`config.mk`:
```
export PLATFORM = sky130hd
export DESIGN_NAME = vga_timing_programmable
export DESIGN_NICKNAME = d
export VERILOG_FILES = /design/src/rtl/vga_timing_pkg.sv /design/src/rtl/vga_tick_divider.sv /design/src/rtl/vga_timing_programmable.sv
export SDC_FILE = /design/constraint.sdc
export NUM_CORES = 1
export LEC_CHECK = 0
export CAP_MARGIN = 10
export CORE_AREA = 5 5 221 223
export DETAILED_ROUTE_END_ITERATION = 10
export DIE_AREA = 0 0 226 228
export GPL_ROUTABILITY_DRIVEN = 0
export GPL_TIMING_DRIVEN = 0
export PLACE_DENSITY = 0.7
export SLEW_MARGIN = 20
export SYNTH_ARGS = -nofsm -noshare
export SYNTH_HDL_FRONTEND = slang
export SYNTH_SLANG_ARGS = --single-unit
```
`constraint.sdc`:
```
create_clock -name clk -period 12.1 [get_ports clk]
set_input_delay 3.025 -clock clk [delete_from_list [all_inputs] [get_ports clk]]
set_output_delay 3.025 -clock clk [all_outputs]
set_load 0.02 [all_outputs]
```
`src/rtl/vga_timing_pkg.sv`:
```
// Shared constants for the programmable VGA timing generator:
// config register map, ctrl bit positions and the 640x480@60 mode.
package vga_timing_pkg;

   localparam int CNT_W = 12;

   localparam logic [3:0] A_H_ACTIVE = 4'd0;
   localparam logic [3:0] A_H_FP     = 4'd1;
   localparam logic [3:0] A_H_SYNC   = 4'd2;
   localparam logic [3:0] A_H_BP     = 4'd3;
   localparam logic [3:0] A_V_ACTIVE = 4'd4;
   localparam logic [3:0] A_V_FP     = 4'd5;
   localparam logic [3:0] A_V_SYNC   = 4'd6;
   localparam logic [3:0] A_V_BP     = 4'd7;
   localparam logic [3:0] A_DIV      = 4'd8;
   localparam logic [3:0] A_CTRL     = 4'd9;

   localparam int C_EN   = 0;
   localparam int C_HPOL = 1;
   localparam int C_VPOL = 2;

   localparam int DEF_H_ACTIVE = 640;
   localparam int DEF_H_FP     = 16;
   localparam int DEF_H_SYNC   = 96;
   localparam int DEF_H_BP     = 48;
   localparam int DEF_V_ACTIVE = 480;
   localparam int DEF_V_FP     = 10;
   localparam int DEF_V_SYNC   = 2;
   localparam int DEF_V_BP     = 33;
   localparam int DEF_DIV      = 0;

   localparam logic [2:0] DEF_CTRL = 3'b001;

endpackage

```
`src/rtl/vga_tick_divider.sv`:
```
// Programmable clock-enable: one tick every i_div+1 cycles.
// Count is held at zero while disabled or when a new divide is loaded.
module vga_tick_divider #(
   parameter int W = 12
) (
   input  logic         clk,
   input  logic         reset,
   input  logic         i_en,
   input  logic         i_clr,
   input  logic [W-1:0] i_div,
   output logic         o_tick
);

   logic [W-1:0] r_cnt;

   assign o_tick = i_en && (r_cnt == i_div);

   // count 0..i_div, restart on tick, clear or disable
   always_ff @(posedge clk) begin
      if (reset || !i_en || i_clr || o_tick) begin
         r_cnt <= '0;
      end else begin
         r_cnt <= r_cnt + W'(1);
      end
   end

endmodule

```
`src/rtl/vga_timing_programmable.sv`:
```
// Runtime-programmable VGA timing generator. Mode fields land in
// staging regs and are committed atomically at the frame wrap.
module vga_timing_programmable #(
   parameter int CNT_W        = vga_timing_pkg::CNT_W,
   parameter int DEF_H_ACTIVE = vga_timing_pkg::DEF_H_ACTIVE,
   parameter int DEF_H_FP     = vga_timing_pkg::DEF_H_FP,
   parameter int DEF_H_SYNC   = vga_timing_pkg::DEF_H_SYNC,
   parameter int DEF_H_BP     = vga_timing_pkg::DEF_H_BP,
   parameter int DEF_V_ACTIVE = vga_timing_pkg::DEF_V_ACTIVE,
   parameter int DEF_V_FP     = vga_timing_pkg::DEF_V_FP,
   parameter int DEF_V_SYNC   = vga_timing_pkg::DEF_V_SYNC,
   parameter int DEF_V_BP     = vga_timing_pkg::DEF_V_BP,
   parameter int DEF_DIV      = vga_timing_pkg::DEF_DIV,
   parameter logic [2:0] DEF_CTRL = vga_timing_pkg::DEF_CTRL
) (
   input  logic             clk,
   input  logic             reset,
   input  logic             cfg_we,
   input  logic [3:0]       cfg_addr,
   input  logic [CNT_W-1:0] cfg_data,
   output logic             pixel_tick,
   output logic             h_sync,
   output logic             v_sync,
   output logic             de,
   output logic [CNT_W-1:0] h_pixel,
   output logic [CNT_W-1:0] v_pixel,
   output logic             line_start,
   output logic             frame_start,
   output logic             cfg_err
);

   import vga_timing_pkg::*;

   localparam int TW = CNT_W + 2;

   logic [CNT_W-1:0] w_def [0:8];
   logic [CNT_W-1:0] r_s   [0:8];
   logic [CNT_W-1:0] r_a   [0:8];
   logic [CNT_W-1:0] w_n   [0:8];
   logic [CNT_W-1:0] w_x   [0:8];
   logic [2:0]       r_s_ctrl, r_a_ctrl;
   logic [2:0]       w_n_ctrl, w_x_ctrl;
   logic [TW-1:0]    w_n_htot, w_n_vtot;
   logic [TW-1:0]    w_a_htot, w_a_vtot;
   logic [TW-1:0]    r_h, r_v, w_nh, w_nv;
   logic [TW-1:0]    w_hs0, w_hs1, w_vs0, w_vs1;
   logic             r_run, r_err;
   logic             w_tick, w_hlast, w_vlast, w_wrap;
   logic             w_commit, w_valid, w_ok, w_clr;
   logic             w_ls, w_fs, w_de, w_hp, w_vp, w_idle;

   function automatic logic [TW-1:0] tot(
      input logic [CNT_W-1:0] a, b, c, d
   );
      return TW'(a) + TW'(b) + TW'(c) + TW'(d);
   endfunction

   assign w_def[0] = CNT_W'(DEF_H_ACTIVE);
   assign w_def[1] = CNT_W'(DEF_H_FP);
   assign w_def[2] = CNT_W'(DEF_H_SYNC);
   assign w_def[3] = CNT_W'(DEF_H_BP);
   assign w_def[4] = CNT_W'(DEF_V_ACTIVE);
   assign w_def[5] = CNT_W'(DEF_V_FP);
   assign w_def[6] = CNT_W'(DEF_V_SYNC);
   assign w_def[7] = CNT_W'(DEF_V_BP);
   assign w_def[8] = CNT_W'(DEF_DIV);

   // staging view with this cycle's write folded in
   always_comb begin
      for (int i = 0; i < 9; i++) begin
         w_n[i] = (cfg_we && cfg_addr == 4'(i)) ? cfg_data : r_s[i];
      end
      w_n_ctrl = (cfg_we && cfg_addr == A_CTRL) ? cfg_data[2:0] : r_s_ctrl;
   end

   assign w_n_htot = tot(w_n[0], w_n[1], w_n[2], w_n[3]);
   assign w_n_vtot = tot(w_n[4], w_n[5], w_n[6], w_n[7]);
   assign w_a_htot = tot(r_a[0], r_a[1], r_a[2], r_a[3]);
   assign w_a_vtot = tot(r_a[4], r_a[5], r_a[6], r_a[7]);

   assign w_valid = (w_n[A_H_ACTIVE] != '0) && (w_n[A_H_SYNC] != '0)
                 && (w_n[A_V_ACTIVE] != '0) && (w_n[A_V_SYNC] != '0)
                 && !w_n_htot[TW-1] && !w_n_vtot[TW-1];

   assign w_hlast  = (r_h == w_a_htot - TW'(1));
   assign w_vlast  = (r_v == w_a_vtot - TW'(1));
   assign w_wrap   = w_tick && r_run && w_hlast && w_vlast;
   assign w_commit = !r_a_ctrl[C_EN] || w_wrap;
   assign w_ok     = w_commit && w_valid;
   assign w_clr    = w_ok && (w_n[A_DIV] != r_a[A_DIV]);

   // mode in force after this edge; drives output decode
   always_comb begin
      for (int i = 0; i < 9; i++) begin
         w_x[i] = w_ok ? w_n[i] : r_a[i];
      end
      w_x_ctrl = w_ok ? w_n_ctrl : r_a_ctrl;
   end

   vga_tick_divider #(.W(CNT_W)) u_div (
      .clk    (clk),
      .reset  (reset),
      .i_en   (r_a_ctrl[C_EN]),
      .i_clr  (w_clr),
      .i_div  (r_a[A_DIV]),
      .o_tick (w_tick)
   );

   // next raster position; first tick after enable lands on 0,0
   always_comb begin
      w_nh = r_h;
      w_nv = r_v;
      w_ls = 1'b0;
      w_fs = 1'b0;
      if (!r_run) begin
         w_nh = '0;
         w_nv = '0;
         w_ls = 1'b1;
         w_fs = 1'b1;
      end else if (w_hlast) begin
         w_nh = '0;
         w_ls = 1'b1;
         if (w_vlast) begin
            w_nv = '0;
            w_fs = 1'b1;
         end else begin
            w_nv = r_v + TW'(1);
         end
      end else begin
         w_nh = r_h + TW'(1);
      end
   end

   assign w_hs0  = TW'(w_x[0]) + TW'(w_x[1]);
   assign w_hs1  = w_hs0 + TW'(w_x[2]);
   assign w_vs0  = TW'(w_x[4]) + TW'(w_x[5]);
   assign w_vs1  = w_vs0 + TW'(w_x[6]);
   assign w_de   = (w_nh < TW'(w_x[0])) && (w_nv < TW'(w_x[4]));
   assign w_hp   = (w_nh >= w_hs0) && (w_nh < w_hs1);
   assign w_vp   = (w_nv >= w_vs0) && (w_nv < w_vs1);
   assign w_idle = !w_x_ctrl[C_EN] || (!w_tick && !r_run);

   // staging capture, atomic commit and sticky reject flag
   always_ff @(posedge clk) begin
      if (reset) begin
         for (int i = 0; i < 9; i++) begin
            r_s[i] <= w_def[i];
            r_a[i] <= w_def[i];
         end
         r_s_ctrl <= DEF_CTRL;
         r_a_ctrl <= DEF_CTRL;
         r_err    <= 1'b0;
      end else begin
         for (int i = 0; i < 9; i++) begin
            r_s[i] <= w_n[i];
            r_a[i] <= w_x[i];
         end
         r_s_ctrl <= w_n_ctrl;
         r_a_ctrl <= w_x_ctrl;
         if (w_commit) begin
            r_err <= !w_valid;
         end
      end
   end

   // raster counters, parked at 0,0 while disabled
   always_ff @(posedge clk) begin
      if (reset || !r_a_ctrl[C_EN]) begin
         r_h   <= '0;
         r_v   <= '0;
         r_run <= 1'b0;
      end else if (w_tick) begin
         r_h   <= w_nh;
         r_v   <= w_nv;
         r_run <= 1'b1;
      end
   end

   // registered video outputs and strobes
   always_ff @(posedge clk) begin
      if (reset) begin
         pixel_tick  <= 1'b0;
         de          <= 1'b0;
         h_pixel     <= '0;
         v_pixel     <= '0;
         line_start  <= 1'b0;
         frame_start <= 1'b0;
         h_sync      <= ~DEF_CTRL[C_HPOL];
         v_sync      <= ~DEF_CTRL[C_VPOL];
      end else if (w_idle) begin
         pixel_tick  <= 1'b0;
         de          <= 1'b0;
         h_pixel     <= '0;
         v_pixel     <= '0;
         line_start  <= 1'b0;
         frame_start <= 1'b0;
         h_sync      <= ~w_x_ctrl[C_HPOL];
         v_sync      <= ~w_x_ctrl[C_VPOL];
      end else if (w_tick) begin
         pixel_tick  <= 1'b1;
         de          <= w_de;
         h_pixel     <= w_de ? w_nh[CNT_W-1:0] : '0;
         v_pixel     <= w_de ? w_nv[CNT_W-1:0] : '0;
         line_start  <= w_ls;
         frame_start <= w_fs;
         h_sync      <= w_hp ^ ~w_x_ctrl[C_HPOL];
         v_sync      <= w_vp ^ ~w_x_ctrl[C_VPOL];
      end else begin
         pixel_tick  <= 1'b0;
         line_start  <= 1'b0;
         frame_start <= 1'b0;
      end
   end

   assign cfg_err = r_err;

endmodule

```
==> results of run 1 <==
power by group:
part	switching, mW	internal [mW]	total, mW	leakage [nW]
Sequential	0.00320	0.974	0.977	2.37
Clock	0.450	0.681	1.13	0.589
Combinational	0.0835	0.0403	0.124	8.15
critical path, delay by kind of cell:
kind | cells | cell delay (ns)
multiplexers | 2 | 0.53
adder cells (fa/ha/maj) | 7 | 2.57
AO/OA/AOI/OAI | 15 | 2.84
AND/OR/NAND/NOR | 12 | 1.86
buffers and inverters | 7 | 1.08
XOR/XNOR | 2 | 0.25
stage by stage:
step	TNS (ns)	area, um^2
6_report	0	23600
3_3_place_gp	-11.03	21800
2_1_floorplan	0	20700
5_1_grt	-0.0892	23600
4_1_cts	0	23400
3_5_place_dp	-13.90	21800
cells by family (layout without fill, tap and decap cells):
group           Yosys count  after routing  synth area share, %
xor+xnor                119            119                 5.04
buf+inv                 391            509                 7.38
simple gates            745            745                 17.8
compound gates          435            435                 13.6
flops                   294            294                 28.5
fa+ha+maj               297            297                 21.5
mux                     128            128                 6.31
area by class of cell:
type	count	area, um^2	area share [%]
Multi-Input combinational cell	1724	13600	57.6
Clock inverter	14	272	1.15
Clock buffer	46	936	3.97
Inverter	272	1020	4.33
Timing Repair Buffer	59	515	2.19
Sequential cell	294	5890	25.0
Buffer	118	602	2.55
Tap cell	607	759	3.22
worst paths after layout:
path	start	end	slack [ns]
worst min-delay path	cfg_err$_SDFFE_PP0P_	cfg_err$_SDFFE_PP0P_	0.48
worst max register to register	r_a[0][1]$_SDFF_PP0_	h_sync$_SDFFE_PP1P_	1.02
worst min register to register	cfg_err$_SDFFE_PP0P_	cfg_err$_SDFFE_PP0P_	0.48
worst max-delay path	cfg_addr[0]	h_sync$_SDFFE_PP1P_	0.38
synthesized netlist by cell type (15+ instances only):
| cell | instances |
|---|---|
| fa_1 | 96 |
| nand4_1 | 21 |
| nand2b_1 | 29 |
| nor2b_1 | 49 |
| mux2i_1 | 112 |
| or3_1 | 15 |
| and3_1 | 15 |
| mux2_2 | 15 |
| a21oi_1 | 157 |
| dfxtp_1 | 294 |
| ha_1 | 201 |
| nor4_2 | 20 |
| a21o_1 | 35 |
| a211oi_1 | 32 |
| nand2_1 | 198 |
| nor4_1 | 25 |
| o21ai_0 | 84 |
| xnor2_1 | 77 |
| inv_1 | 271 |
| or2_2 | 20 |
| nor2_1 | 235 |
| clkbuf_1 | 84 |
| xor2_1 | 42 |
| nor3_1 | 37 |
| nand3_1 | 39 |
registers in the layout, indices dropped and copies added, names as in the netlist, 12 cells and up:
signal       cells
r_a            108
r_s            108
v_pixel         12
r_h             14
h_pixel         12
r_v             14
u_div.r_cnt     12
metal layers:
layer	wire length [um]	up-vias	track usage [%]	part of all wire, %
met5	0	-	0	0
met4	2860	0	10.1	4.7
met3	2880	151	2.98	4.7
met2	29900	481	39.8	49
met1	25400	8535	29.2	42
li1	-	8359	-	-
timing repair:
action                     CTS  global route
setup endpoints to repair    2             2
buffers inserted             9            11
resized for setup           89            48
pin swaps                    6             6
==> results.md, run 1 <==
* Status: completed
* Worst hold slack at 0.475 ns
* CTS clk-pin slew, worst paths at 0.06 ns
* Fillers at 4221
* Startpoint Class: input port
* First-pass GRT wire length at 95.8 mm
* TritonRoute pass-1 iters at 5
* DRT iter0 DRCs at 1135
* WP data required at 12.57 ns
* Most common cell after layout, fill and taps aside: dfxtp_1
* Max Fclk at 0.0853 GHz
* Clock root buffer: clkbuf_16
* # port buffers at 39
* Drt total wl at 61.0 mm
* Max incr delay on CP at 0.57 ns
* H-tree levels at 2
* Slowest CP cell: fa_1
* Ys flop type: dfxtp_1
* Max cap viols at 0
* Final nets at 2819
* Critical Path Sink Type: register
* Synth cell types at 75
* Syn Inst Count at 2409
* Vias after detailed routing at 17.5k
* Hold_buf cts at 0
* Final worst slack at 0.382 ns
* Synthesized flop and latch total at 294
* Residual DRC at 0
* Largest net degree at the start of global routing at 14
* Placed cells at 3055
* Most frequent cells in the layout: dfxtp_1, inv_1, nor2_1, ha_1, nand2_1
* Initial antenna violation count at 0
* Power Dens Cells at 94.6 mW/mm^2
* Max Slew Vio Count at 0
* Worst-Skew Late Latency at 0.57 ns
* Synthesized net count at 2725
* Core Area at 0.0464 mm^2
* Overall Power at 2.23 mW
* Pleak at 11.1 nW
* Final setup violation count at 0
* Netlist Area Pre-Place at 0.0207 mm^2
* Clk_skew at 0.0236 ns
* Average routed wire per standard cell at 19.5 um
* I/O pin cnt at 50
* CP most frequent cell: ha_1
* GRT Total Usage at 23.2%
* Clock Tree Buf Depth at 3
* Worst relative slew slack at 29.1%
* Die area at 0.0515 mm^2
* Sink Count at 294
* Ranking of synthesized cells by area: dfxtp_1, ha_1, fa_1, mux2i_1, inv_1
* Die Y at 228 um
* Post-synth EDFFs at 0
* Hold Violations, Final at 0
* Worst VDD drop at 95.6 uV
* HP Class: reg2reg
* Pre-CTS WS at -2.52 ns
* Reg2Reg Depth at 42
* Rows at 79
* Max FO, Critical Path at 10
* Cts bufs inserted at 34
* Largest area contributor in the netlist: dfxtp_1
* Final non-filler cell total at 3134
* Worst slew pin tran at 1.05 ns
* Layout cells sized above 1 at 8.94%
* Diodes inserted at 0
* Syn Area/Cell at 8.58 um^2
* Die W at 226 um
* Fin crit period at 11.72 ns
* Seq/Total Area, Yosys at 28.5%
* GRT overflow at 0
* Warnings from Yosys at 0
* DP Wirelength at 48.2 mm
* CTS tree: yes
* CP arrival at 12.18 ns
* Initial core utilization at 44.6%
* Tcrit/Tclk final at 96.8%
* Top-area cell type share of the netlist area at 28.5%
* Hold-critical path depth at 1
* Post-synth ARST share at 0%
* ANT nets after route at 0
* Critical path class: in2reg
* Final Util at 50.9%
* P&R area growth vs syn at 14.0%
* DR vias/cell at 5.59
* Vias in the first global route at 17.8k
No activity file was read; power rests on OpenSTA's default activity.
==> inputs of run 2 (changes only) <==
CORE_AREA = 5 5 197 199   (was 5 5 221 223)
DIE_AREA = 0 0 202 204   (was 0 0 226 228)
PLACE_DENSITY = 0.83   (was 0.7)
==> run 2 against run 1 <==
Net effect:
- hold slack gained 0.0059 ns
- maximum frequency shrank 0.11%
- combinational power is essentially flat
- critical endpoint unchanged
- largest power group unchanged
==> results.md, run 2 (synthesis results as in run 1) <==
* Clk_skew at 0.0190 ns (-0.00457 ns)
* Post-Layout Inst Area at 0.0234 mm^2 (-0.82%)
* Cts bufs inserted at 34 (unchanged)
* Cell Area, Placed at 0.0217 mm^2 (-0.79%)
* Vias after detailed routing at 18.4k (+4.8%)
* Clock root buffer: clkbuf_16
* Sink Count at 294 (unchanged)
* Worst slew pin tran at 1.23 ns (+0.174 ns)
* Critical path class: in2reg
* # port buffers at 39 (unchanged)
* Core Area at 0.0370 mm^2 (-20%)
* Die W at 202 um (-11%)
* Final nets at 2818 (-0.035%)
* Residual DRC at 0 (unchanged)
* DR vias/cell at 6.12 (+9.5%)
* DP Wirelength at 46.9 mm (-2.6%)
* Die area at 0.0412 mm^2 (-20%)
* WP data required at 12.54 ns (-0.03 ns)
* Crit path buf inv count at 6 (-1)
* GRT Total Usage at 28.8% (+5.6 points)
* P&R area growth vs syn at 13.1%
* Average routed wire per standard cell at 20.6 um (+5.5%)
* Top Registers: r_a x108, r_s x108
* Die Y at 204 um (-11%)
* Status: completed
* HP Class: reg2reg
* CTS clk-pin slew, worst paths at 0.06 ns (about the same)
* Max Fclk at 0.0852 GHz (-0.11%)
* Final setup violation count at 0 (unchanged)
* Startpoint Class: input port
* GRT overflow at 0 (unchanged)
* CTS tree: yes
* Max cap viols at 0 (unchanged)
* Max incr delay on CP at 0.57 ns (about the same)
* Fin crit period at 11.73 ns (+0.0127 ns)
* Family with the most delay on the worst path: compound AO/OA/AOI/OAI gates
* Tcrit/Tclk final at 96.9% (+0.10 points)
* Drt total wl at 61.6 mm (+0.98%)
* Layout cells sized above 1 at 9.82% (+0.88 points)
* I/O pin cnt at 50 (unchanged)
* Rows at 71 (-10%)
* H-tree levels at 2 (unchanged)
* Worst VDD drop at 106 uV (+11%)
* Hold_buf cts at 0 (unchanged)
* Most common cell after layout, fill and taps aside: dfxtp_1
* Critical Path Sink Type: register
* Initial antenna violation count at 0 (unchanged)
* Hold Violations, Final at 0 (unchanged)
* Power Dens Cells at 91.8 mW/mm^2 (-3.0%)
* DRT iter0 DRCs at 1884 (+66%)
* Largest net degree at the start of global routing at 15 (+1)
* Fillers at 2813 (-33%)
* Setup crit start: cfg_addr[3]
* Vias in the first global route at 18.5k (+4.3%)
* First-pass GRT wire length at 95.7 mm (about the same)
* Slowest CP cell: fa_1
* Clock Tree Buf Depth at 3 (unchanged)
* Max Slew Vio Count at 0 (unchanged)
* Pleak at 11.1 nW (-0.19%)
* ANT nets after route at 0 (unchanged)
* Initial core utilization at 55.8% (+11 points)
* Final Util at 63.1% (+12 points)
* Reg-to-reg startpoint: r_a[0][1]$_SDFF_PP0_
* TritonRoute pass-1 iters at 5 (unchanged)
* Most frequent cells in the layout: dfxtp_1, inv_1, nor2_1, nand2_1, ha_1
* CP arrival at 12.17 ns (about the same)
* Worst relative slew slack at 17.3% (-12 points)
* Max FO, Critical Path at 10 (unchanged)
* Diodes inserted at 0 (unchanged)
* Hold path start: r_a[0][19]$_SDFF_PP0_
* Worst-Skew Late Latency at 0.53 ns (-0.04 ns)
==> run 2: cell count changes in the layout (fill, tap and decap cells not counted), moves of 4 or more <==
| cell | delta |
|---|---|
| bufinv_16 | -4 |
| a21oi_1 | -4 |
| a21oi_2 | +4 |
| clkbuf_1 | -7 |
==> run 2: layout make-up <==
cell class                 count  area (um^2)  share of cell area, %
clock inverter                15          173                  0.738
sequential                   294         5890                   25.2
multi-input combinational   1724        13700                   58.4
timing repair buffer          60          523                   2.24
inverter                     272         1020                   4.37
tap                          474          593                   2.54
buffer                       116          594                   2.54
clock buffer                  44          948                   4.05
==> run 2: path summary, 6_finish.rpt <==
kind,slack (ns),cells past startpoint,endpoint
worst max-delay path,0.37,44,h_sync$_SDFFE_PP1P_
worst min-delay path,0.48,2,r_a[0][19]$_SDFF_PP0_
worst max register to register,1.41,40,h_sync$_SDFFE_PP1P_
worst min register to register,0.48,2,r_a[0][19]$_SDFF_PP0_
==> run 2: worst reg2reg max path: cells and delay by family, from the launching register on <==
kind            cells  cell delay (ns)
compound gates     16             4.27
fa+ha+maj           8             2.83
simple gates       10             2.01
buf+inv             4             0.83
flops               1             0.37
xor+xnor            2             0.31
==> run 2: report_power, final <==
part / switching, mW / internal [mW]
Sequential: 0.00345 / 0.974
Clock: 0.438 / 0.605
Combinational: 0.0851 / 0.0407
==> run 2: through the flow <==
| stage | power (mW) | worst slack (ns) | std cells | setup TNS (ns) | hold slack [ns] |
|---|---|---|---|---|---|
| after floorplan | 1.07 | 0.309 | 2409 | 0 | 0.442 |
| after global placement | 1.11 | -2.24 | 2922 | -6.31 | 0.449 |
| after detailed placement | 1.11 | -2.48 | 2922 | -8.20 | 0.471 |
| after CTS | 2.14 | 0.00893 | 2988 | 0 | 0.478 |
| after global routing | 2.20 | -0.0357 | 2999 | -0.0357 | 0.500 |
| final | 2.15 | 0.370 | 2999 | 0 | 0.481 |
==> run 2: metal layers <==
metal / GRT usage, % / up-vias / part of all wire, %
met3: 4.59 / 270 / 8.1
met5: 0 / - / 0
met4: 16.6 / 0 / 6.8
met2: 49.7 / 917 / 48
li1: - / 8361 / -
met1: 34.1 / 8815 / 37
==> run 2: timing repair <==
item,4_1_cts,5_1_grt
setup endpoints to repair,2,2
setup buffers,8,12
pin swaps,5,14
gates cloned,0,1
resized for setup,86,78
==> inputs of run 3 (changes only) <==
GPL_ROUTABILITY_DRIVEN = 1   (was 0)
==> run 3 against run 2 <==
Net effect:
- hold slack got worse by 0.0026 ns
- register-to-register slack got worse by 0.19 ns
- total power increased by 0.95%
- first-iteration DRC count decreased by 31%
- wire length increased by 0.25%
- sequential share of layout area decreased by 0.15 points
- critical endpoint is now v_sync$_SDFFE_PP1P_
==> results.md, run 3 (synthesis results as in run 1) <==
* Status: completed
* Max Slew Vio Count at 0 (unchanged)
* Fin crit period at 11.84 ns (+0.114 ns)
* Worst-Skew Late Latency at 0.55 ns (+0.02 ns)
* Average routed wire per standard cell at 20.6 um (about the same)
* Max incr delay on CP at 0.55 ns (-0.02 ns)
* Setup TNS at 0 ns (unchanged)
* Die W at 202 um (unchanged)
* ANT nets after route at 0 (unchanged)
* GPL Wtd Cong at 0.953
* Slowest CP cell: fa_1
* GRT overflow at 0 (unchanged)
* Max cap viols at 0 (unchanged)
* Largest net degree at the start of global routing at 15 (unchanged)
* Worst relative slew slack at 15.2% (-2.2 points)
* Top Registers: r_a x108, r_s x108
* Critical Path Sink Type: register
* Int Pwr at 1.63 mW (+0.55%)
* First-pass GRT wire length at 96.7 mm (+1.1%)
* Post-Layout Inst Area at 0.0235 mm^2 (+0.61%)
* Tcrit/Tclk final at 97.9% (+0.94 points)
* Hold_buf cts at 0 (unchanged)
* P&R area growth vs syn at 13.8%
* DRT iter0 DRCs at 1306 (-31%)
* Critical path class: in2reg
* DR vias/cell at 5.96 (-2.6%)
* Core Area at 0.0370 mm^2 (unchanged)
* Sw frac at 24.8% (+0.30 points)
* CTS clk-pin slew, worst paths at 0.06 ns (about the same)
* Pleak at 11.1 nW (+0.37%)
* Most common cell after layout, fill and taps aside: dfxtp_1
* Max FO, Critical Path at 10 (unchanged)
* Worst slew pin tran at 1.26 ns (+0.0325 ns)
* I/O pin cnt at 50 (unchanged)
* H-tree levels at 2 (unchanged)
* Clk pwr share at 48.9% (+0.3 points)
* Layout cells sized above 1 at 10.0% (+0.21 points)
* Initial core utilization at 55.8% (unchanged)
* Die area at 0.0412 mm^2 (unchanged)
* Vias after detailed routing at 17.9k (-2.4%)
* Hold Violations, Final at 0 (unchanged)
* Power Dens Cells at 92.1 mW/mm^2 (+0.33%)
* CTS tree: yes
* # port buffers at 39 (unchanged)
* Rows at 71 (unchanged)
* Residual DRC at 0 (unchanged)
* Cts bufs inserted at 34 (unchanged)
* Clk_skew at 0.0221 ns (+0.00312 ns)
* Net Sw Power at 538 uW (+2.2%)
* Clock Tree Buf Depth at 3 (unchanged)
* Diodes inserted at 0 (unchanged)
* Drt total wl at 61.8 mm (+0.25%)
* Most frequent cells in the layout: dfxtp_1, inv_1, nor2_1, nand2_1, ha_1
* GRT Total Usage at 29.2% (+0.39 points)
* Startpoint Class: input port
* Initial antenna violation count at 0 (unchanged)
* Final nets at 2822 (+0.14%)
* Die Y at 204 um (unchanged)
* Clock root buffer: clkbuf_16
* Vias in the first global route at 18.5k (+0.065%)
* Sink Count at 294 (unchanged)
* HP Class: reg2reg
* TritonRoute pass-1 iters at 5 (unchanged)
* Logic pwr share at 6.0% (about the same)
* Max Fclk at 0.0844 GHz (-0.96%)
* WP data required at 12.52 ns (-0.02 ns)
* Worst VDD drop at 105 uV (-0.64%)
* CP arrival at 12.26 ns (+0.09 ns)
* DP Wirelength at 47.6 mm (+1.3%)
* Cell Area, Placed at 0.0217 mm^2 (unchanged)
* Seq pwr share at 45.1% (-0.4 points)
* Final setup violation count at 0 (unchanged)
-- run 3: changes by cell type in the layout (fill, tap and decap cells not counted), sizes merged --
cell	delta
buf	+5
clkinv	+4
inv	-3
clkbuf	-1
clkinvlp	+1
-- run 3: routing by layer --
layer  global-route usage, %  vias up  part of all wire [%]
li1                        -     8359                     -
met1                    35.3     8667                    40
met2                    50.3      683                    48
met3                    4.76      213                   6.6
met4                    15.0        0                   5.7
met5                       0        -                     0
-- run 3: path summary, 6_finish.rpt --
kind / from / end / slack, ns / cells after the start
worst min register to register: r_a[0][70]$_SDFF_PP0_ / r_a[0][70]$_SDFF_PP0_ / 0.48 / 2
worst max register to register: r_a[0][1]$_SDFF_PP0_ / h_sync$_SDFFE_PP1P_ / 1.22 / 40
worst max-delay path: cfg_addr[1] / v_sync$_SDFFE_PP1P_ / 0.26 / 46
worst min-delay path: r_a[0][70]$_SDFF_PP0_ / r_a[0][70]$_SDFF_PP0_ / 0.48 / 2
-- run 3: per-stage QoR --
stage               hold slack (ns)  std cells  setup slack (ns)  util, %  total power, mW
floorplan                     0.442       2409             0.309        -             1.07
global placement              0.450       2922             -2.21     58.5             1.11
detailed placement            0.462       2922             -2.47     58.5             1.11
CTS                           0.480       2995            0.0144     62.5             2.16
global route                  0.501       3005            -0.180     63.5             2.22
finish                        0.479       3005             0.256     63.5             2.17
-- run 3: area by class of cell --
cell class                      instances  area, um^2
Clock buffer                           44         958
Buffer                                116         606
Timing Repair Buffer                   64         553
Fill cell                            2926       13500
Tap cell                              474         593
Sequential cell                       294        5890
Multi-Input combinational cell       1724       13700
Clock inverter                         17         191
Inverter                              272        1020
-- run 3: critical path, delay by kind of cell --
kind | cells | cell delay [ns]
AOI/OAI and AO/OA | 19 | 3.12
adders and majority gates | 7 | 2.54
buffers and inverters | 10 | 1.50
and+or+nand+nor | 7 | 1.45
xor gates and xnor gates | 2 | 0.35
muxes | 1 | 0.22
-- run 3: power by group through the flow --
stage / clock (mW) / combinational [mW] / sequential, mW
after floorplan: 0 / 0.0733 / 0.999
after global placement: 0 / 0.109 / 0.998
after detailed placement: 0 / 0.114 / 0.999
after CTS: 1.06 / 0.119 / 0.977
after global routing: 1.11 / 0.141 / 0.978
final: 1.06 / 0.130 / 0.978
-- run 3: what timing repair did --
action                     in CTS  in global routing
buffers inserted               13                 12
pin swaps                       4                 14
resized for setup              80                 90
setup endpoints to repair       2                  2
